[src/rtl/key_click_gen_pkg.sv]
// key_click_gen_pkg: command/state encodings shared with the click classifier, plus helpers.
package key_click_gen_pkg;
  localparam logic [2:0] CMD_SINGLE = 3'b001;
  localparam logic [2:0] CMD_LONG   = 3'b010;
  localparam logic [2:0] CMD_DOUBLE = 3'b100;
  typedef logic [2:0] state_t;
  localparam state_t ST_IDLE   = 3'd0;
  localparam state_t ST_PRESS1 = 3'd1;
  localparam state_t ST_GAP    = 3'd2;
  localparam state_t ST_PRESS2 = 3'd3;
  localparam state_t ST_QUIET  = 3'd4;
  function automatic int max4(input int a, input int b, input int c, input int d);
    int m;
    m = a;
    if (b > m) m = b;
    if (c > m) m = c;
    if (d > m) m = d;
    return m;
  endfunction
  function automatic logic is_cmd(input logic [2:0] c);
    return c == CMD_SINGLE || c == CMD_LONG || c == CMD_DOUBLE;
  endfunction
endpackage

[src/rtl/key_click_gen_if.sv]
// key_click_gen_if: command in, synthesised key level and status out.
interface key_click_gen_if;
  logic [2:0] Cmd_Sig;
  logic       KEY_Out;
  logic       Busy_Sig;
  logic       Done_Sig;
  modport master (output Cmd_Sig, input KEY_Out, Busy_Sig, Done_Sig);
  modport slave  (input Cmd_Sig, output KEY_Out, Busy_Sig, Done_Sig);
endinterface

[src/rtl/key_click_gen_click_phase_timer.sv]
// click_phase_timer: loadable phase down-counter with terminal flag; with KEY_CLICK_GEN_BOUNCE_EN
// it also tracks bounce slots and flags when the next cycle falls in an odd (inverted) slot.
module click_phase_timer #(
  parameter int CW       = 8,
  parameter int BOUNCE_N = 4,
  parameter int BOUNCE_T = 50_000
) (
  input  logic          CLOCK,
  input  logic          RST_n,
  input  logic          load_i,
  input  logic [CW-1:0] val_i,
  output logic          tc_o,
  output logic          bounce_o
);
  logic [CW-1:0] cnt_q;
  always_ff @(posedge CLOCK or negedge RST_n) begin
    if (!RST_n) cnt_q <= '0;
    else if (load_i) cnt_q <= val_i;
    else if (cnt_q != '0) cnt_q <= cnt_q - 1'b1;
  end
  assign tc_o = cnt_q == '0;
`ifdef KEY_CLICK_GEN_BOUNCE_EN
  localparam int SW = $clog2(BOUNCE_N + 1);
  localparam int BW = $clog2(BOUNCE_T + 1);
  logic [SW-1:0] slot_q, slot_d;
  logic [BW-1:0] sub_q, sub_d;
  logic          wrap;
  assign wrap = sub_q == BW'(BOUNCE_T - 1);
  // slot index saturates at BOUNCE_N, which marks the clean remainder of the phase
  always_comb begin
    slot_d = slot_q;
    sub_d  = sub_q;
    if (load_i) begin
      slot_d = '0;
      sub_d  = '0;
    end else if (slot_q != SW'(BOUNCE_N)) begin
      sub_d  = wrap ? '0 : sub_q + 1'b1;
      slot_d = wrap ? slot_q + 1'b1 : slot_q;
    end
  end
  always_ff @(posedge CLOCK or negedge RST_n) begin
    if (!RST_n) begin
      slot_q <= SW'(BOUNCE_N);
      sub_q  <= '0;
    end else begin
      slot_q <= slot_d;
      sub_q  <= sub_d;
    end
  end
  assign bounce_o = slot_d != SW'(BOUNCE_N) && slot_d[0];
`else
  assign bounce_o = 1'b0;
`endif
endmodule

[src/rtl/key_click_gen.sv]
// key_click_gen: synthesises an active-low key waveform for a one-hot click command.
// Optional contact bounce on every edge when KEY_CLICK_GEN_BOUNCE_EN is defined.
module key_click_gen
  import key_click_gen_pkg::*;
#(
  parameter int T_SHORT  = 5_000_000,
  parameter int T_LONG   = 75_000_000,
  parameter int T_GAP    = 5_000_000,
  parameter int T_QUIET  = 25_000_000,
  parameter int BOUNCE_N = 4,
  parameter int BOUNCE_T = 50_000
) (
  input logic           CLOCK,
  input logic           RST_n,
  key_click_gen_if.slave bus
);
  localparam int CW = $clog2(max4(T_SHORT, T_LONG, T_GAP, T_QUIET) + 1);
  state_t        state_q, state_d;
  logic [2:0]    cmd_q, cmd_d;
  logic          key_q, key_d, busy_q, done_q, done_d;
  logic          load, tc, bounce;
  logic [CW-1:0] lval;
  click_phase_timer #(.CW(CW), .BOUNCE_N(BOUNCE_N), .BOUNCE_T(BOUNCE_T)) u_timer (
    .CLOCK(CLOCK), .RST_n(RST_n), .load_i(load), .val_i(lval), .tc_o(tc), .bounce_o(bounce)
  );
  always_comb begin
    state_d = state_q;
    cmd_d   = cmd_q;
    load    = 1'b0;
    lval    = '0;
    done_d  = 1'b0;
    case (state_q)
      ST_IDLE: if (is_cmd(bus.Cmd_Sig)) begin
        cmd_d   = bus.Cmd_Sig;
        state_d = ST_PRESS1;
        load    = 1'b1;
        lval    = bus.Cmd_Sig == CMD_LONG ? CW'(T_LONG - 1) : CW'(T_SHORT - 1);
      end
      ST_PRESS1: if (tc) begin
        state_d = cmd_q == CMD_DOUBLE ? ST_GAP : ST_QUIET;
        load    = 1'b1;
        lval    = cmd_q == CMD_DOUBLE ? CW'(T_GAP - 1) : CW'(T_QUIET - 1);
      end
      ST_GAP: if (tc) begin
        state_d = ST_PRESS2;
        load    = 1'b1;
        lval    = CW'(T_SHORT - 1);
      end
      ST_PRESS2: if (tc) begin
        state_d = ST_QUIET;
        load    = 1'b1;
        lval    = CW'(T_QUIET - 1);
      end
      ST_QUIET: if (tc) begin
        state_d = ST_IDLE;
        done_d  = 1'b1;
      end
      default: state_d = ST_IDLE;
    endcase
  end
  // key level is the phase's nominal level, inverted during odd bounce slots
  assign key_d = state_d == ST_IDLE ? 1'b1
               : (state_d != ST_PRESS1 && state_d != ST_PRESS2) ^ bounce;
  always_ff @(posedge CLOCK or negedge RST_n) begin
    if (!RST_n) begin
      state_q <= ST_IDLE;
      cmd_q   <= '0;
      key_q   <= 1'b1;
      busy_q  <= 1'b0;
      done_q  <= 1'b0;
    end else begin
      state_q <= state_d;
      cmd_q   <= cmd_d;
      key_q   <= key_d;
      busy_q  <= state_d != ST_IDLE;
      done_q  <= done_d;
    end
  end
  assign bus.KEY_Out  = key_q;
  assign bus.Busy_Sig = busy_q;
  assign bus.Done_Sig = done_q;
endmodule

[src/flat_wrapper.sv]
// flat-port wrapper written by rule: the top's interface ports become plain ports
module key_click_gen_flat import key_click_gen_pkg::*;
#(
  parameter int T_SHORT  = 5_000_000,
  parameter int T_LONG   = 75_000_000,
  parameter int T_GAP    = 5_000_000,
  parameter int T_QUIET  = 25_000_000,
  parameter int BOUNCE_N = 4,
  parameter int BOUNCE_T = 50_000
)
  (CLOCK, RST_n, bus_Cmd_Sig, bus_KEY_Out, bus_Busy_Sig, bus_Done_Sig);
  key_click_gen_if bus_i ();
  input logic CLOCK;
  input logic RST_n;
  input wire logic [$bits(bus_i.Cmd_Sig)-1:0] bus_Cmd_Sig;
  output wire logic [$bits(bus_i.KEY_Out)-1:0] bus_KEY_Out;
  output wire logic [$bits(bus_i.Busy_Sig)-1:0] bus_Busy_Sig;
  output wire logic [$bits(bus_i.Done_Sig)-1:0] bus_Done_Sig;
  assign bus_i.Cmd_Sig = bus_Cmd_Sig;
  assign bus_KEY_Out = bus_i.KEY_Out;
  assign bus_Busy_Sig = bus_i.Busy_Sig;
  assign bus_Done_Sig = bus_i.Done_Sig;
  key_click_gen #(.T_SHORT(T_SHORT), .T_LONG(T_LONG), .T_GAP(T_GAP), .T_QUIET(T_QUIET), .BOUNCE_N(BOUNCE_N), .BOUNCE_T(BOUNCE_T)) u_core (.CLOCK(CLOCK), .RST_n(RST_n), .bus(bus_i));
endmodule
[config.mk]
export PLATFORM = sky130hd
export DESIGN_NAME = key_click_gen_flat
export DESIGN_NICKNAME = d
export VERILOG_FILES = /design/src/rtl/key_click_gen_pkg.sv /design/src/rtl/key_click_gen_if.sv /design/src/rtl/key_click_gen_click_phase_timer.sv /design/src/rtl/key_click_gen.sv /design/src/flat_wrapper.sv
export SDC_FILE = /design/constraint.sdc
export NUM_CORES = 1
export LEC_CHECK = 0
export BUFFER_PORTS_ARGS = -buffer_cell sky130_fd_sc_hd__buf_2
export CORE_ASPECT_RATIO = 1.5
export CORE_MARGIN = 2
export CORE_UTILIZATION = 49
export CTS_CLUSTER_SIZE = 16
export DETAILED_ROUTE_END_ITERATION = 7
export PLACE_DENSITY = 0.77
export SLEW_MARGIN = 20
export SYNTH_ARGS = -nofsm -noshare
export SYNTH_HDL_FRONTEND = slang
export SYNTH_SLANG_ARGS = --single-unit
export TNS_END_PERCENT = 100
[constraint.sdc]
create_clock -name CLOCK -period 2.37 [get_ports CLOCK]
set_input_delay 0.3555 -clock CLOCK [delete_from_list [all_inputs] [get_ports CLOCK]]
set_output_delay 0.3555 -clock CLOCK [all_outputs]
set_load 0.1 [all_outputs]
==> flow_metrics.py <==
metrics = {
    "setup_path": {
        "critPathMaxFanout": 5,
        "endpoint": "u_core.u_timer.cnt_q[18]$_DFFE_PN0P_",
        "cp.required_ps": 2580,
        "r2r_cells": 6,
        "end_kind": "flip-flop",
        "reg2reg_slack_ps": 90,
        "setup.worst_path.class": "reg -> reg",
        "r2r_end": "u_core.u_timer.cnt_q[18]$_DFFE_PN0P_",
        "worstPathArrival_ps": 2490,
        "rr_startpoint": "u_core.u_timer.cnt_q[0]$_DFFE_PN0P_",
        "start_kind": "flip-flop",
        "crit_start": "u_core.u_timer.cnt_q[0]$_DFFE_PN0P_",
    },
    "timing": {
        "finalCritPeriodShare": 0.9613,
        "hold_viol_final": 0,
        "hold_ws_ps": 151.3,
        "worst_pin_slew_ps": 802.3,
        "finalSetupViolations": 0,
        "drv_slew": 0,
        "fin_crit_ps": 2278,
        "clock_skew_ps": 4.368,
        "slew_headroom": 0.4652,
        "fmax_ghz": 0.4389,
    },
    "global_route": {
        "overflow": 0,
        "grt_usage": 0.2321,
        "met2_usage": 0.4321,
        "antenna_found_initial": 0,
        "use_met3": 0.04409,
        "grt_pass1_wl_um": 8059,
        "grt_max_degree": 37,
        "grt_pass1_vias": 1758,
        "busiest_layer": "met2",
        "met1_usage": 0.2515,
    },
    "floorplan": {
        "die-area_um2": 4542,
        "fp-row-count": 28,
        "start_util": 0.5051,
        "die_x_um": 55.70,
        "ios": 8,
        "die_y_um": 81.55,
        "core_um2": 3889,
    },
    "synthesis": {
        "avgSynthCellArea_um2": 9.582,
        "yosysWarnings": 0,
        "synth_edf_count": 0,
        "synth_cells": 205,
        "synth_cell_type_count": 48,
        "ys.flop_type": "dfrtp_1",
        "ys_ff_latch": 36,
        "synth_area_um2": 1964,
        "ys_seq_area_frac": 0.4592,
        "ys_async_sr_fraction": 1.000,
        "syn_nets": 211,
    },
    "clock_network": {
        "clock_sinks": 36,
        "cts_inserted_buffers": 5,
        "clk_pin_slew_worst_paths_ps": 70,
        "cts_tree": "done",
        "cts_root_buffer": "clkbuf_8",
        "htreeDepth": 2,
        "worstSkewPairLatency_ps": 290,
        "cts_buffer_depth": 2,
    },
    "route": {
        "dr.pass1.iters": 4,
        "avgViaCountPerCell": 6.205,
        "num_vias": 1756,
        "drtIter0Drc": 99,
        "ant_nets": 0,
        "wl_per_cell_um": 16.80,
        "totalWireLength_um": 4755,
        "drc_errors": 0,
    },
    "place": {
        "placed_cell_area_um2": 2192,
        "hpwl_um": 3476,
        "place.gp.congestion": 0.9058,
        "port_buffers": 7,
    },
    "layout": {
        "drive_gt1_frac": 0.2269,
        "syn2layout_area_growth_pct": 17.58,
        "n_fill_cell": 330,
        "finalInstanceArea_um2": 2310,
        "final_common_cell": "dfrtp_1",
        "finalNetCount": 243,
        "layout_common_cells": "35 x dfrtp_1, 25 x buf_4, 20 x o21ai_0, 18 x nor2_1, 16 x xnor2_1",
        "diodes": 0,
    },
    "power": {
        "ir_drop_uv": 335.0,
        "powerDensity_nw_per_um2": 480.0,
        "leakagePower_nw": 0.8890,
    },
    "worst_hold_path": {
        "hp-class": "in -> async",
    },
    "status": {
        "status": "completed",
    },
    "flow_run": {
        "max_cap_violations": 0,
    },
}
[stage by stage]
step	power, W	instances	worst slack, ps	setup TNS (ps)	utilization
global route	0.001146	283	-2.267	-2.267	0.5940
detailed placement	0.0006481	274	57.90	0	0.5637
CTS	0.001122	282	14.31	0	0.5904
finish	0.001109	283	91.65	0	0.5940
floorplan	0.0006292	205	86.44	0	-
global placement	0.0006474	274	132.7	0	0.5637
[repair_timing]
action	4_1_cts	5_1_grt
gates resized for setup	1	2
setup buffers	0	1
gates cloned	0	0
endpoints found under the setup margin	1	3
hold buffers	0	0
[worst max-delay path: stages (launching register included)]
cell,delay [ps]
dfrtp_1,420
inv_1,80
ha_1,190
or2b_2,340
or4_4,520
or4_1,490
a31oi_1,170
[synthesized netlist by cell type (all sizes together), types with 2 or more instances]
| cell type | instances | area, um^2 |
|---|---|---|
| dfrtp | 35 | 875.8 |
| o21ai | 20 | 100.1 |
| nor2 | 18 | 67.56 |
| xnor2 | 16 | 140.1 |
| a21oi | 12 | 60.06 |
| nand2 | 12 | 45.04 |
| nor3 | 12 | 60.06 |
| nor4 | 12 | 75.07 |
| nand3 | 6 | 30.03 |
| or4 | 5 | 41.29 |
| and4 | 4 | 35.03 |
| clkbuf | 4 | 20.02 |
| nand4 | 4 | 25.02 |
| xor2 | 4 | 35.03 |
| buf | 3 | 23.77 |
| inv | 3 | 11.26 |
| nand2b | 3 | 18.77 |
| nor3b | 3 | 22.52 |
| a211oi | 2 | 15.01 |
| a21boi | 2 | 15.01 |
| and3 | 2 | 15.01 |
| mux2 | 2 | 22.52 |
| o211ai | 2 | 20.02 |
| o31ai | 2 | 28.78 |
| or3 | 2 | 13.77 |
[worst min-delay path by stage]
stage / to / depth (start not counted)
floorplan: u_core.bus.Busy_Sig$_DFF_PN0_ / 0
global placement: u_core.state_q[0]$_DFF_PN0_ / 1
detailed placement: u_core.state_q[1]$_DFF_PN0_ / 1
CTS: u_core.u_timer.cnt_q[0]$_DFFE_PN0P_ / 1
global route: u_core.state_q[1]$_DFF_PN0_ / 1
finish: u_core.state_q[1]$_DFF_PN0_ / 1
[area by class of cell]
cell class / count / area (um^2) / share of cell area
multi-input combinational: 159 / 1017 / 0.4404
clock buffer: 8 / 100.1 / 0.04334
timing repair buffer: 32 / 222.7 / 0.09642
inverter: 3 / 11.26 / 0.004875
tap: 45 / 56.30 / 0.02438
sequential: 36 / 902.1 / 0.3906
[routing by layer]
metal  part of all wire  up-vias
met5                  0        -
li1                   -      820
met2               0.53       60
met1               0.39      859
met4              0.036        0
met3              0.041       17
[sequential cells by signal (all words and copies together), names as in the netlist]
register,count
u_core.cmd_q,3
u_core.bus.Busy_Sig,1
u_core.state_q,3
u_core.bus.KEY_Out,1
u_core.bus.Done_Sig,1
u_core.u_timer.cnt_q,27
[kinds of logic (layout without fill, tap and decap cells)]
| group | count (synthesis) | in the layout | synth area share |
|---|---|---|---|
| xor+xnor | 20 | 20 | 0.08917 |
| fa+ha+maj | 1 | 1 | 0.006368 |
| buf+inv | 10 | 43 | 0.02802 |
| compound gates | 47 | 47 | 0.1529 |
| flops | 36 | 36 | 0.4592 |
| simple gates | 88 | 88 | 0.2478 |
| mux | 3 | 3 | 0.01656 |
[power by group]
group	total [W]	switching (W)	internal, W
clock network	0.000473	0.000208	0.000265
registers	0.000614	0	0.000614
logic	0.0000212	0.0000174	0.00000388
No activity file was read; power rests on OpenSTA's default activity.
